**config.mk**
```make
export PLATFORM = sky130hd
export DESIGN_NAME = lbist_prpg
export DESIGN_NICKNAME = d
export VERILOG_FILES = /design/src/rtl/lbist_pkg.sv /design/src/rtl/lbist_phase_shifter.sv /design/src/rtl/lbist_prpg.sv
export SDC_FILE = /design/constraint.sdc
export NUM_CORES = 1
export LEC_CHECK = 0
export CAP_MARGIN = 0
export CORE_ASPECT_RATIO = 1.75
export CORE_MARGIN = 2
export CORE_UTILIZATION = 50
export DETAILED_ROUTE_END_ITERATION = 10
export GPL_ROUTABILITY_DRIVEN = 1
export GPL_TIMING_DRIVEN = 0
export PLACE_DENSITY = 0.81
export SYNTH_ARGS = -nofsm -noshare
export SYNTH_HDL_FRONTEND = slang
export SYNTH_SLANG_ARGS = --single-unit
export TNS_END_PERCENT = 100
```
**constraint.sdc**
```tcl
create_clock -name clk -period 4.9 [get_ports clk]
set_clock_uncertainty 0.2 [all_clocks]
set_input_delay 0.49 -clock clk [delete_from_list [all_inputs] [get_ports clk]]
set_output_delay 0.49 -clock clk [all_outputs]
set_load 0.005 [all_outputs]
```
**src/rtl/lbist_pkg.sv**
```systemverilog
// rtl/lbist_pkg.sv - shared types and constants for the logic BIST pattern generator
//
// Purpose: FSM state encoding for the PRPG controller and default maximal-length
// tap masks (bit i set -> lfsr[i] feeds the XOR), usable as poly values.
package lbist_pkg;

    typedef enum logic [2:0] {
        ST_IDLE    = 3'd0,
        ST_LOAD    = 3'd1,
        ST_SHIFT   = 3'd2,
        ST_CAPTURE = 3'd3,
        ST_DONE    = 3'd4
    } lbist_state_e;

    // Taps x^4+x^3+1, x^8+x^6+x^5+x^4+1, x^16+x^14+x^13+x^11+1, x^32+x^22+x^2+x+1
    localparam logic [3:0]  POLY_4  = 4'b1100;
    localparam logic [7:0]  POLY_8  = 8'hB8;
    localparam logic [15:0] POLY_16 = 16'hB400;
    localparam logic [31:0] POLY_32 = 32'h8020_0003;

endpackage

```
**src/rtl/lbist_phase_shifter.sv**
```systemverilog
// rtl/lbist_phase_shifter.sv - XOR phase shifter spreading LFSR state over scan channels
//
// Purpose: decorrelates adjacent scan chains by pairing each low LFSR bit with the
// bit half a register away. Purely combinational.
// Ports:
//   lfsr_i  [WIDTH-1:0]     LFSR register contents
//   chan_o  [CHANNELS-1:0]  chan_o[c] = lfsr_i[c] ^ lfsr_i[c+WIDTH/2]
module lbist_phase_shifter #(
    parameter int WIDTH    = 32,
    parameter int CHANNELS = 4
) (
    input  logic [WIDTH-1:0]    lfsr_i,
    output logic [CHANNELS-1:0] chan_o
);

    localparam int HALF = WIDTH / 2;

    for (genvar c = 0; c < CHANNELS; c++) begin : g_chan
        assign chan_o[c] = lfsr_i[c] ^ lfsr_i[c+HALF];
    end

endmodule

```
**src/rtl/lbist_prpg.sv**
```systemverilog
// rtl/lbist_prpg.sv - logic BIST pseudo-random pattern generator and shift/capture sequencer
//
// Purpose: programmable Fibonacci LFSR feeding CHANNELS scan chains via a phase
// shifter; sequences SHIFT_LEN shift cycles plus one capture per pattern for a
// programmed number of patterns, with start/busy/done handshake and abort.
// Ports:
//   clk, reset            clock (rising edge), asynchronous active-high reset
//   start, abort          run request (IDLE only) / cancel from any state
//   poly, seed            tap mask and initial state, sampled in LOAD
//   num_patterns          patterns per run, sampled in LOAD
//   scan_en, capture      shift enable / one-cycle capture pulse
//   busy, done            run in progress / one-cycle completion pulse
//   seed_err              sticky bad seed/poly flag, cleared on next accepted start
//   chan_out              scan-in data per chain
//   lfsr_state, pat_cnt   LFSR register / completed patterns in current run
module lbist_prpg
    import lbist_pkg::*;
#(
    parameter int WIDTH     = 32,
    parameter int CHANNELS  = 4,
    parameter int SHIFT_LEN = 64,
    parameter int CNT_W     = 16
) (
    input  logic                clk,
    input  logic                reset,
    input  logic                start,
    input  logic                abort,
    input  logic [WIDTH-1:0]    poly,
    input  logic [WIDTH-1:0]    seed,
    input  logic [CNT_W-1:0]    num_patterns,
    output logic                scan_en,
    output logic [CHANNELS-1:0] chan_out,
    output logic                capture,
    output logic                busy,
    output logic                done,
    output logic                seed_err,
    output logic [WIDTH-1:0]    lfsr_state,
    output logic [CNT_W-1:0]    pat_cnt
);

    localparam int              SC_W       = $clog2(SHIFT_LEN + 1);
    localparam logic [SC_W-1:0] SHIFT_LAST = SC_W'(SHIFT_LEN - 1);
    localparam logic [WIDTH-1:0] LFSR_ONE  = WIDTH'(1);

    lbist_state_e      state_q;
    logic [WIDTH-1:0]  lfsr_q;
    logic [WIDTH-1:0]  lfsr_d;
    logic [WIDTH-1:0]  poly_q;
    logic [CNT_W-1:0]  npat_q;
    logic [CNT_W-1:0]  pat_cnt_q;
    logic [SC_W-1:0]   shift_cnt_q;
    logic              scan_en_q;
    logic              capture_q;
    logic              busy_q;
    logic              done_q;
    logic              seed_err_q;

    always_comb begin
        lfsr_d = {lfsr_q[WIDTH-2:0], ^(lfsr_q & poly_q)};
    end

    // Status outputs are registered alongside the state transition so each one
    // is high exactly while the FSM sits in the corresponding state.
    always_ff @(posedge clk or posedge reset) begin
        if (reset) begin
            state_q     <= ST_IDLE;
            lfsr_q      <= LFSR_ONE;
            poly_q      <= '0;
            npat_q      <= '0;
            pat_cnt_q   <= '0;
            shift_cnt_q <= '0;
            scan_en_q   <= 1'b0;
            capture_q   <= 1'b0;
            busy_q      <= 1'b0;
            done_q      <= 1'b0;
            seed_err_q  <= 1'b0;
        end else if (abort) begin
            // Cancel without a done pulse; LFSR and pattern count are left as-is.
            state_q   <= ST_IDLE;
            scan_en_q <= 1'b0;
            capture_q <= 1'b0;
            busy_q    <= 1'b0;
            done_q    <= 1'b0;
        end else begin
            case (state_q)
                ST_IDLE: begin
                    if (start) begin
                        state_q    <= ST_LOAD;
                        busy_q     <= 1'b1;
                        seed_err_q <= 1'b0;
                    end
                end
                ST_LOAD: begin
                    poly_q      <= poly;
                    npat_q      <= num_patterns;
                    // A zero state would lock the LFSR, so substitute 1.
                    lfsr_q      <= (seed == '0) ? LFSR_ONE : seed;
                    pat_cnt_q   <= '0;
                    shift_cnt_q <= '0;
                    seed_err_q  <= (seed == '0) || !poly[WIDTH-1];
                    if (num_patterns == '0) begin
                        state_q <= ST_DONE;
                        busy_q  <= 1'b0;
                        done_q  <= 1'b1;
                    end else begin
                        state_q   <= ST_SHIFT;
                        scan_en_q <= 1'b1;
                    end
                end
                ST_SHIFT: begin
                    lfsr_q <= lfsr_d;
                    if (shift_cnt_q == SHIFT_LAST) begin
                        state_q     <= ST_CAPTURE;
                        shift_cnt_q <= '0;
                        scan_en_q   <= 1'b0;
                        capture_q   <= 1'b1;
                    end else begin
                        shift_cnt_q <= shift_cnt_q + SC_W'(1);
                    end
                end
                ST_CAPTURE: begin
                    pat_cnt_q <= pat_cnt_q + CNT_W'(1);
                    capture_q <= 1'b0;
                    // pat_cnt_q+1 never exceeds npat_q, so the truncated sum is exact.
                    if ((pat_cnt_q + CNT_W'(1)) == npat_q) begin
                        state_q <= ST_DONE;
                        busy_q  <= 1'b0;
                        done_q  <= 1'b1;
                    end else begin
                        state_q   <= ST_SHIFT;
                        scan_en_q <= 1'b1;
                    end
                end
                ST_DONE: begin
                    state_q <= ST_IDLE;
                    done_q  <= 1'b0;
                end
                default: begin
                    state_q   <= ST_IDLE;
                    scan_en_q <= 1'b0;
                    capture_q <= 1'b0;
                    busy_q    <= 1'b0;
                    done_q    <= 1'b0;
                end
            endcase
        end
    end

    lbist_phase_shifter #(
        .WIDTH    (WIDTH),
        .CHANNELS (CHANNELS)
    ) u_phase_shifter (
        .lfsr_i (lfsr_q),
        .chan_o (chan_out)
    );

    assign scan_en    = scan_en_q;
    assign capture    = capture_q;
    assign busy       = busy_q;
    assign done       = done_q;
    assign seed_err   = seed_err_q;
    assign lfsr_state = lfsr_q;
    assign pat_cnt    = pat_cnt_q;

endmodule
```
; Yosys cells after proc, flatten, opt, wreduce, memory -nomap -nowiden
; Cells that the tools add are included.
[totals]
ff_bits = 111
elab_cells = 88
out_inout_bits = 57
inputBits = 84
[op_classes]
muxes = 30
eq_ne = 17
n_bitwise = 6
n_addsub = 2
reduce_logical = 22
[op_table]
columns = op, n
row1 = $pmux W32 S2, 1
row2 = $and A32 B32 Y32, 1
row3 = $logic_not A32 Y1, 1
row4 = $mux W32, 1
row5 = $pmux W16 S2, 1
row6 = $reduce_xor A32 Y1, 1
row7 = $ne A3 B3 Y1 const B, 6
row8 = $add A16 B1 Y16 const B, 1
row9 = $eq A16 B16 Y1, 1
row10 = $logic_not A16 Y1, 1
row11 = $mux W3, 5
row12 = $mux W1, 14
row13 = $pmux W7 S2, 1
row14 = $pmux W3 S4, 1
row15 = $reduce_and A2 Y1, 5
row16 = $ne A2 B1 Y1 const B, 4
row17 = $pmux W1 S4, 2
row18 = $reduce_and A4 Y1, 2
row19 = $add A7 B1 Y7 const B, 1
row20 = $eq A7 B6 Y1 const B, 1
row21 = $mux W7, 1
row22 = $eq A3 B2 Y1 const B, 2
row23 = $reduce_and A3 Y1, 2
row24 = $reduce_bool A2 Y1, 3
row25 = 12 further kinds, 18

; Logic depth before layout (Yosys ltp)
[logic_depth]
ltp_word = 5
depth_mapped = 10
mapped_depth_nobuf = 9

; Modules after synthesis
; A second synthesis with hierarchy kept.
[unflattened]
hier_cells = 553
hier_area_um2 = 5741.8
[by_module_without_submodules]
columns = module, cells_each, area_per_inst_um2, seq_area_each_um2, n_inst
row1 = lbist_prpg, 549, 5706.7, 2778.9, 1
row2 = lbist_phase_shifter, 4, 35.0, 0.0, 1

; Worst setup path after synthesis
; Ideal clock, no wire load.
[synth_timing]
kind = register to register
startpoint = register pat_cnt_q[7] (netlist: pat_cnt[7])
endpoint = register state_q[1]
arrival_ps = 2276
period_less_slack_ps = 2604
slack_ps = 2296
stages_incl_launch_ff = 10
setup_time_ps = 128
path_cell_list = dfrtp_1 > buf_2 > and3_1 > nand2_4 > or4_1 > xnor2_1 > a2111oi_2 > a31oi_4 > a21oi_1 > nor3_2
[synth_via]
elab_chain_len = 5
[synth_lines]
columns = element, line
row1 = from (decl), lbist_prpg.sv:50  ; logic [CNT_W-1:0] pat_cnt_q;
row2 = from (signal assigned), lbist_prpg.sv:122  ; pat_cnt_q <= pat_cnt_q + CNT_W'(1);
row3 = $add A16 B1 Y16, lbist_prpg.sv:125  ; if ((pat_cnt_q + CNT_W'(1)) == npat_q) begin
row4 = $eq A16 B16 Y1, lbist_prpg.sv:125
row5 = $mux W3, lbist_prpg.sv:125
row6 = $pmux W3 S4, lbist_prpg.sv:85  ; case (state_q)
row7 = $mux W3, lbist_prpg.sv:77  ; end else if (abort) begin
row8 = to (signal assigned), lbist_prpg.sv:79  ; state_q <= ST_IDLE;
row9 = to (signal assigned), lbist_prpg.sv:88  ; state_q <= ST_LOAD;
row10 = to (signal assigned), lbist_prpg.sv:126  ; state_q <= ST_DONE;
row11 = to (decl), lbist_prpg.sv:45  ; lbist_state_e state_q;
; Every way passes these cells.
; A chain may end at the register's enable or synchronous reset.

; Worst setup path in the final report
[layout_timing]
startpoint = register pat_cnt_q[0] (netlist: pat_cnt[0])
endpoint = register busy_q (netlist: busy)
[layout_via]
elab_chain_len = 4
[layout_lines]
columns = element, line
row1 = $add A16 B1 Y16, lbist_prpg.sv:125
row2 = $eq A16 B16 Y1, lbist_prpg.sv:125
row3 = $ne A3 B3 Y1 (no source line), -
row4 = $reduce_and A4 Y1 (no source line), -
row5 = to (signal assigned), lbist_prpg.sv:103  ; busy_q <= 1'b0;
row6 = to (signal assigned), lbist_prpg.sv:127  ; busy_q <= 1'b0;
row7 = to (signal assigned), lbist_prpg.sv:142  ; busy_q <= 1'b0;
row8 = to (decl), lbist_prpg.sv:54  ; logic busy_q;
; Every way passes these cells.

==> impl_results.md <==
* Clock-pin slew on the worst setup and hold paths at ~0.070 ns
* Worst Hold Class: reg -> reg
* Period utilization at 0.629
* Worst path required time at around 5 ns
* Post-route insts no fill at roughly 850
* Post-Route WL at between 15000 and 20000 µm
* CP max-delay cell: or4_1
* Later-pin clock latency in the skew report at between 0.3 and 0.4 ns
* Total negative slack at 0 ns
* Synth Flop Type: dfrtp_1
* Reg2reg end: busy
* Crit path depth at 8
* Netlist Area Pre-Place at 0.00581 mm²
* Layout Nets at 800
* Largest net degree at the start of global routing at 73
* CTS H-tree lvls at 3
* Die area at between 0.01 and 0.015 mm²
* Initial antenna violation count at 0
* Layout area overhead at 33.3%
* Num CTS Buffers at 9
* Slew HR at 0.501
* Peak supply drop at 394 µV
* Register area share after synthesis at 0.478
* CP max stage delay at ~0.64 ns
* Post-DP HPWL at approximately 13000 µm
* RSZ-0062 raised after global routing: no
* Yosys warns at 0
* Ports at ~140
* Final min period at slightly above 3 ns
* CP top delay family: compound AO/OA/AOI/OAI gates
* Finish-stage setup viols at 0
* Die height at around 150 µm
* Gr usage total at 0.270
* Hold buffer count at cts at 0
* Worst hold path depth at 1
* Global placement routability congestion at between 0.8 and 0.9
* Crit path buf inv count at 0
* Post-CTS Repair Setup Buffers at 0
* R2R Path Start: pat_cnt[0]
* First-pass GRT wire length at 26400 µm
* #FFs+latches synth at roughly 110
* Post-synth EDFFs at 0
* Syn avg cell area at about 10 µm²
* Hold violation count in the final report at 0
* Worst r2r path cells at 8
* DR vias/cell at approximately 5.8
* Leakage power at between 3 and 4 nW
* Fin util at 0.676
* Clock Tree Buf Depth at 2
* Clk sinks at approximately 110
* Critical-path maximum fanout at 7
* Kind of critical path: reg -> reg
* Starting Density at 0.507
* Starting DRT DRC Count at between 150 and 200
* Critical Path, Cell by Cell: ha_1, nand3_1, or4_1, xnor2_1, a2111oi_2, a31oi_4, a21oi_1, nor2_1
* Post-Place Worst Slack at 1.79 ns
* Max-cap viol count at 0
* Pwr dens at 527 mW/mm²
* Unique masters post-synth at between 50 and 60
* CTS tree: yes
* CP startpoint: pat_cnt[0]
* R2R setup slack at around 1.8 ns
* Syn nets at around 650
* Port Buffer Count at roughly 140
* Crit start category: register
* CP arrival at 3.11 ns
* Pre-antenna DRT Iters at 4
* Floorplan row count at 52
* Clock root buffer master: clkbuf_16
* Post-CTS sizing at 0
* Mapped Cells at about 560
* N_diodes at 0
* Slew Limit Fails at 0
* Core Area at 0.0115 mm²
* Worst setup EP type: register
* Vias in the first global route at ~5400
* Per-cell routed wire length at a little under 20 µm
* Antenna Nets Post-Route at 0
* FMAX at approximately 320 MHz
* Die X at approximately 85 µm
* Via count at approximately 4900
* Post-Place Cells at 838
* Drt drc at 0
* Hold slack at approximately 0.3 ns
* CP endpoint: busy
* Grt total ovfl at 0
* Ys async rst share at 1.00
* Layout cell share with drive strength beyond 1 at 0.117
* Worst-margin pin slew at ~0.75 ns
* Final worst setup slack at between 1.5 and 2 ns
* Outcome: finished clean
* Fill count at about 900
## metal layers
metal / wire [µm] / GRT usage / up-vias
met3: 806 / 0.0458 / 50
li1: - / - / 2287
met4: 783 / 0.145 / 0
met2: 9070 / 0.494 / 199
met1: 5800 / 0.286 / 2410
met5: 0 / 0 / -
## Yosys cell counts (12+ instances only)
cell type  number  area, µm²
a21oi_1        12       60.1
clkbuf_1       20       75.1
dfrtp_1       110       2750
mux2_2         47        529
mux2i_1        31        310
nand2_1        89        334
nand3_1        14       70.1
nor2_1         14       52.6
nor4_1         12       75.1
o21ai_0        53        265
o31ai_1        12       90.1
xnor2_1        32        280
xor2_1         22        193
## cells by family after synthesis
kind of cell,count (synthesis),share of synthesized area
simple gates,171,0.141
flops,111,0.478
compound gates,109,0.118
mux,78,0.145
xor+xnor,56,0.0870
buf+inv,36,0.0271
fa+ha+maj,2,0.00431
## worst reg2reg max path, cell delays in order, from the launching register on
cell and delay [ns]:
dfrtp_1 0.45, ha_1 0.28, nand3_1 0.19, or4_1 0.64
xnor2_1 0.17, a2111oi_2 0.56, a31oi_4 0.20, a21oi_1 0.21
nor2_1 0.06
## sequential cells by signal, indices dropped and copies added, names as in the netlist
register / count
lfsr_state: 32
poly_q: 32
npat_q: 16
pat_cnt: 16
shift_cnt_q: 7
state_q: 3
busy: 1
capture: 1
done: 1
scan_en: 1
seed_err: 1
## layout by cell type, fill, tap and decap left out, types with 3 or more instances in the layout
cell type	count
dfrtp_1	110
a31oi_1	5
nand2_1	89
inv_1	7
nand3_1	14
nor4_1	12
nor3b_1	3
xnor2_1	32
and2_1	4
and3_1	4
o31ai_1	12
xor2_1	22
o21ai_0	53
nand4_1	8
a21o_1	8
a21oi_1	12
nor2_1	14
mux2i_1	31
nor3_1	4
clkbuf_16	9
clkbuf_1	21
buf_2	3
bufinv_16	3
clkdlybuf4s50_1	139
nor2b_1	5
mux2_2	47
## worst min path at each step
stage                         from             end  slack (ns)
floorplan           shift_cnt_q[5]  shift_cnt_q[5]        0.24
global placement    shift_cnt_q[5]  shift_cnt_q[5]        0.26
detailed placement  shift_cnt_q[5]  shift_cnt_q[5]        0.28
CTS                 shift_cnt_q[5]  shift_cnt_q[5]        0.29
global route        shift_cnt_q[5]  shift_cnt_q[5]        0.31
finish                        done            done        0.30
## area by class of cell
class                   count  area [µm²]  area share
clock buffers              10         229      0.0296
multi-input cells         416        2870       0.371
repair buffers            140        1420       0.183
inverters                   8        32.5     0.00420
well taps                 135         169      0.0218
clock inverters             6         116      0.0150
flip-flops and latches    111        2780       0.359
plain buffers              28         128      0.0165
## where the power goes
| group | leakage, nW | internal (mW) | switching (mW) | total, mW |
|---|---|---|---|---|
| clock network | 0.167 | 0.504 | 0.336 | 0.840 |
| registers | 1.39 | 1.24 | 0.315 | 1.56 |
| logic | 1.74 | 0.970 | 0.714 | 1.68 |
## per-stage QoR
stage / area [µm²] / power (mW)
finish: 7740 / 4.08
global route: 7740 / 4.33
CTS: 7740 / 4.11
detailed placement: 7400 / 3.25
global placement: 7370 / 3.18
floorplan: 5810 / 2.52
(Power assumes the default switching activity.)
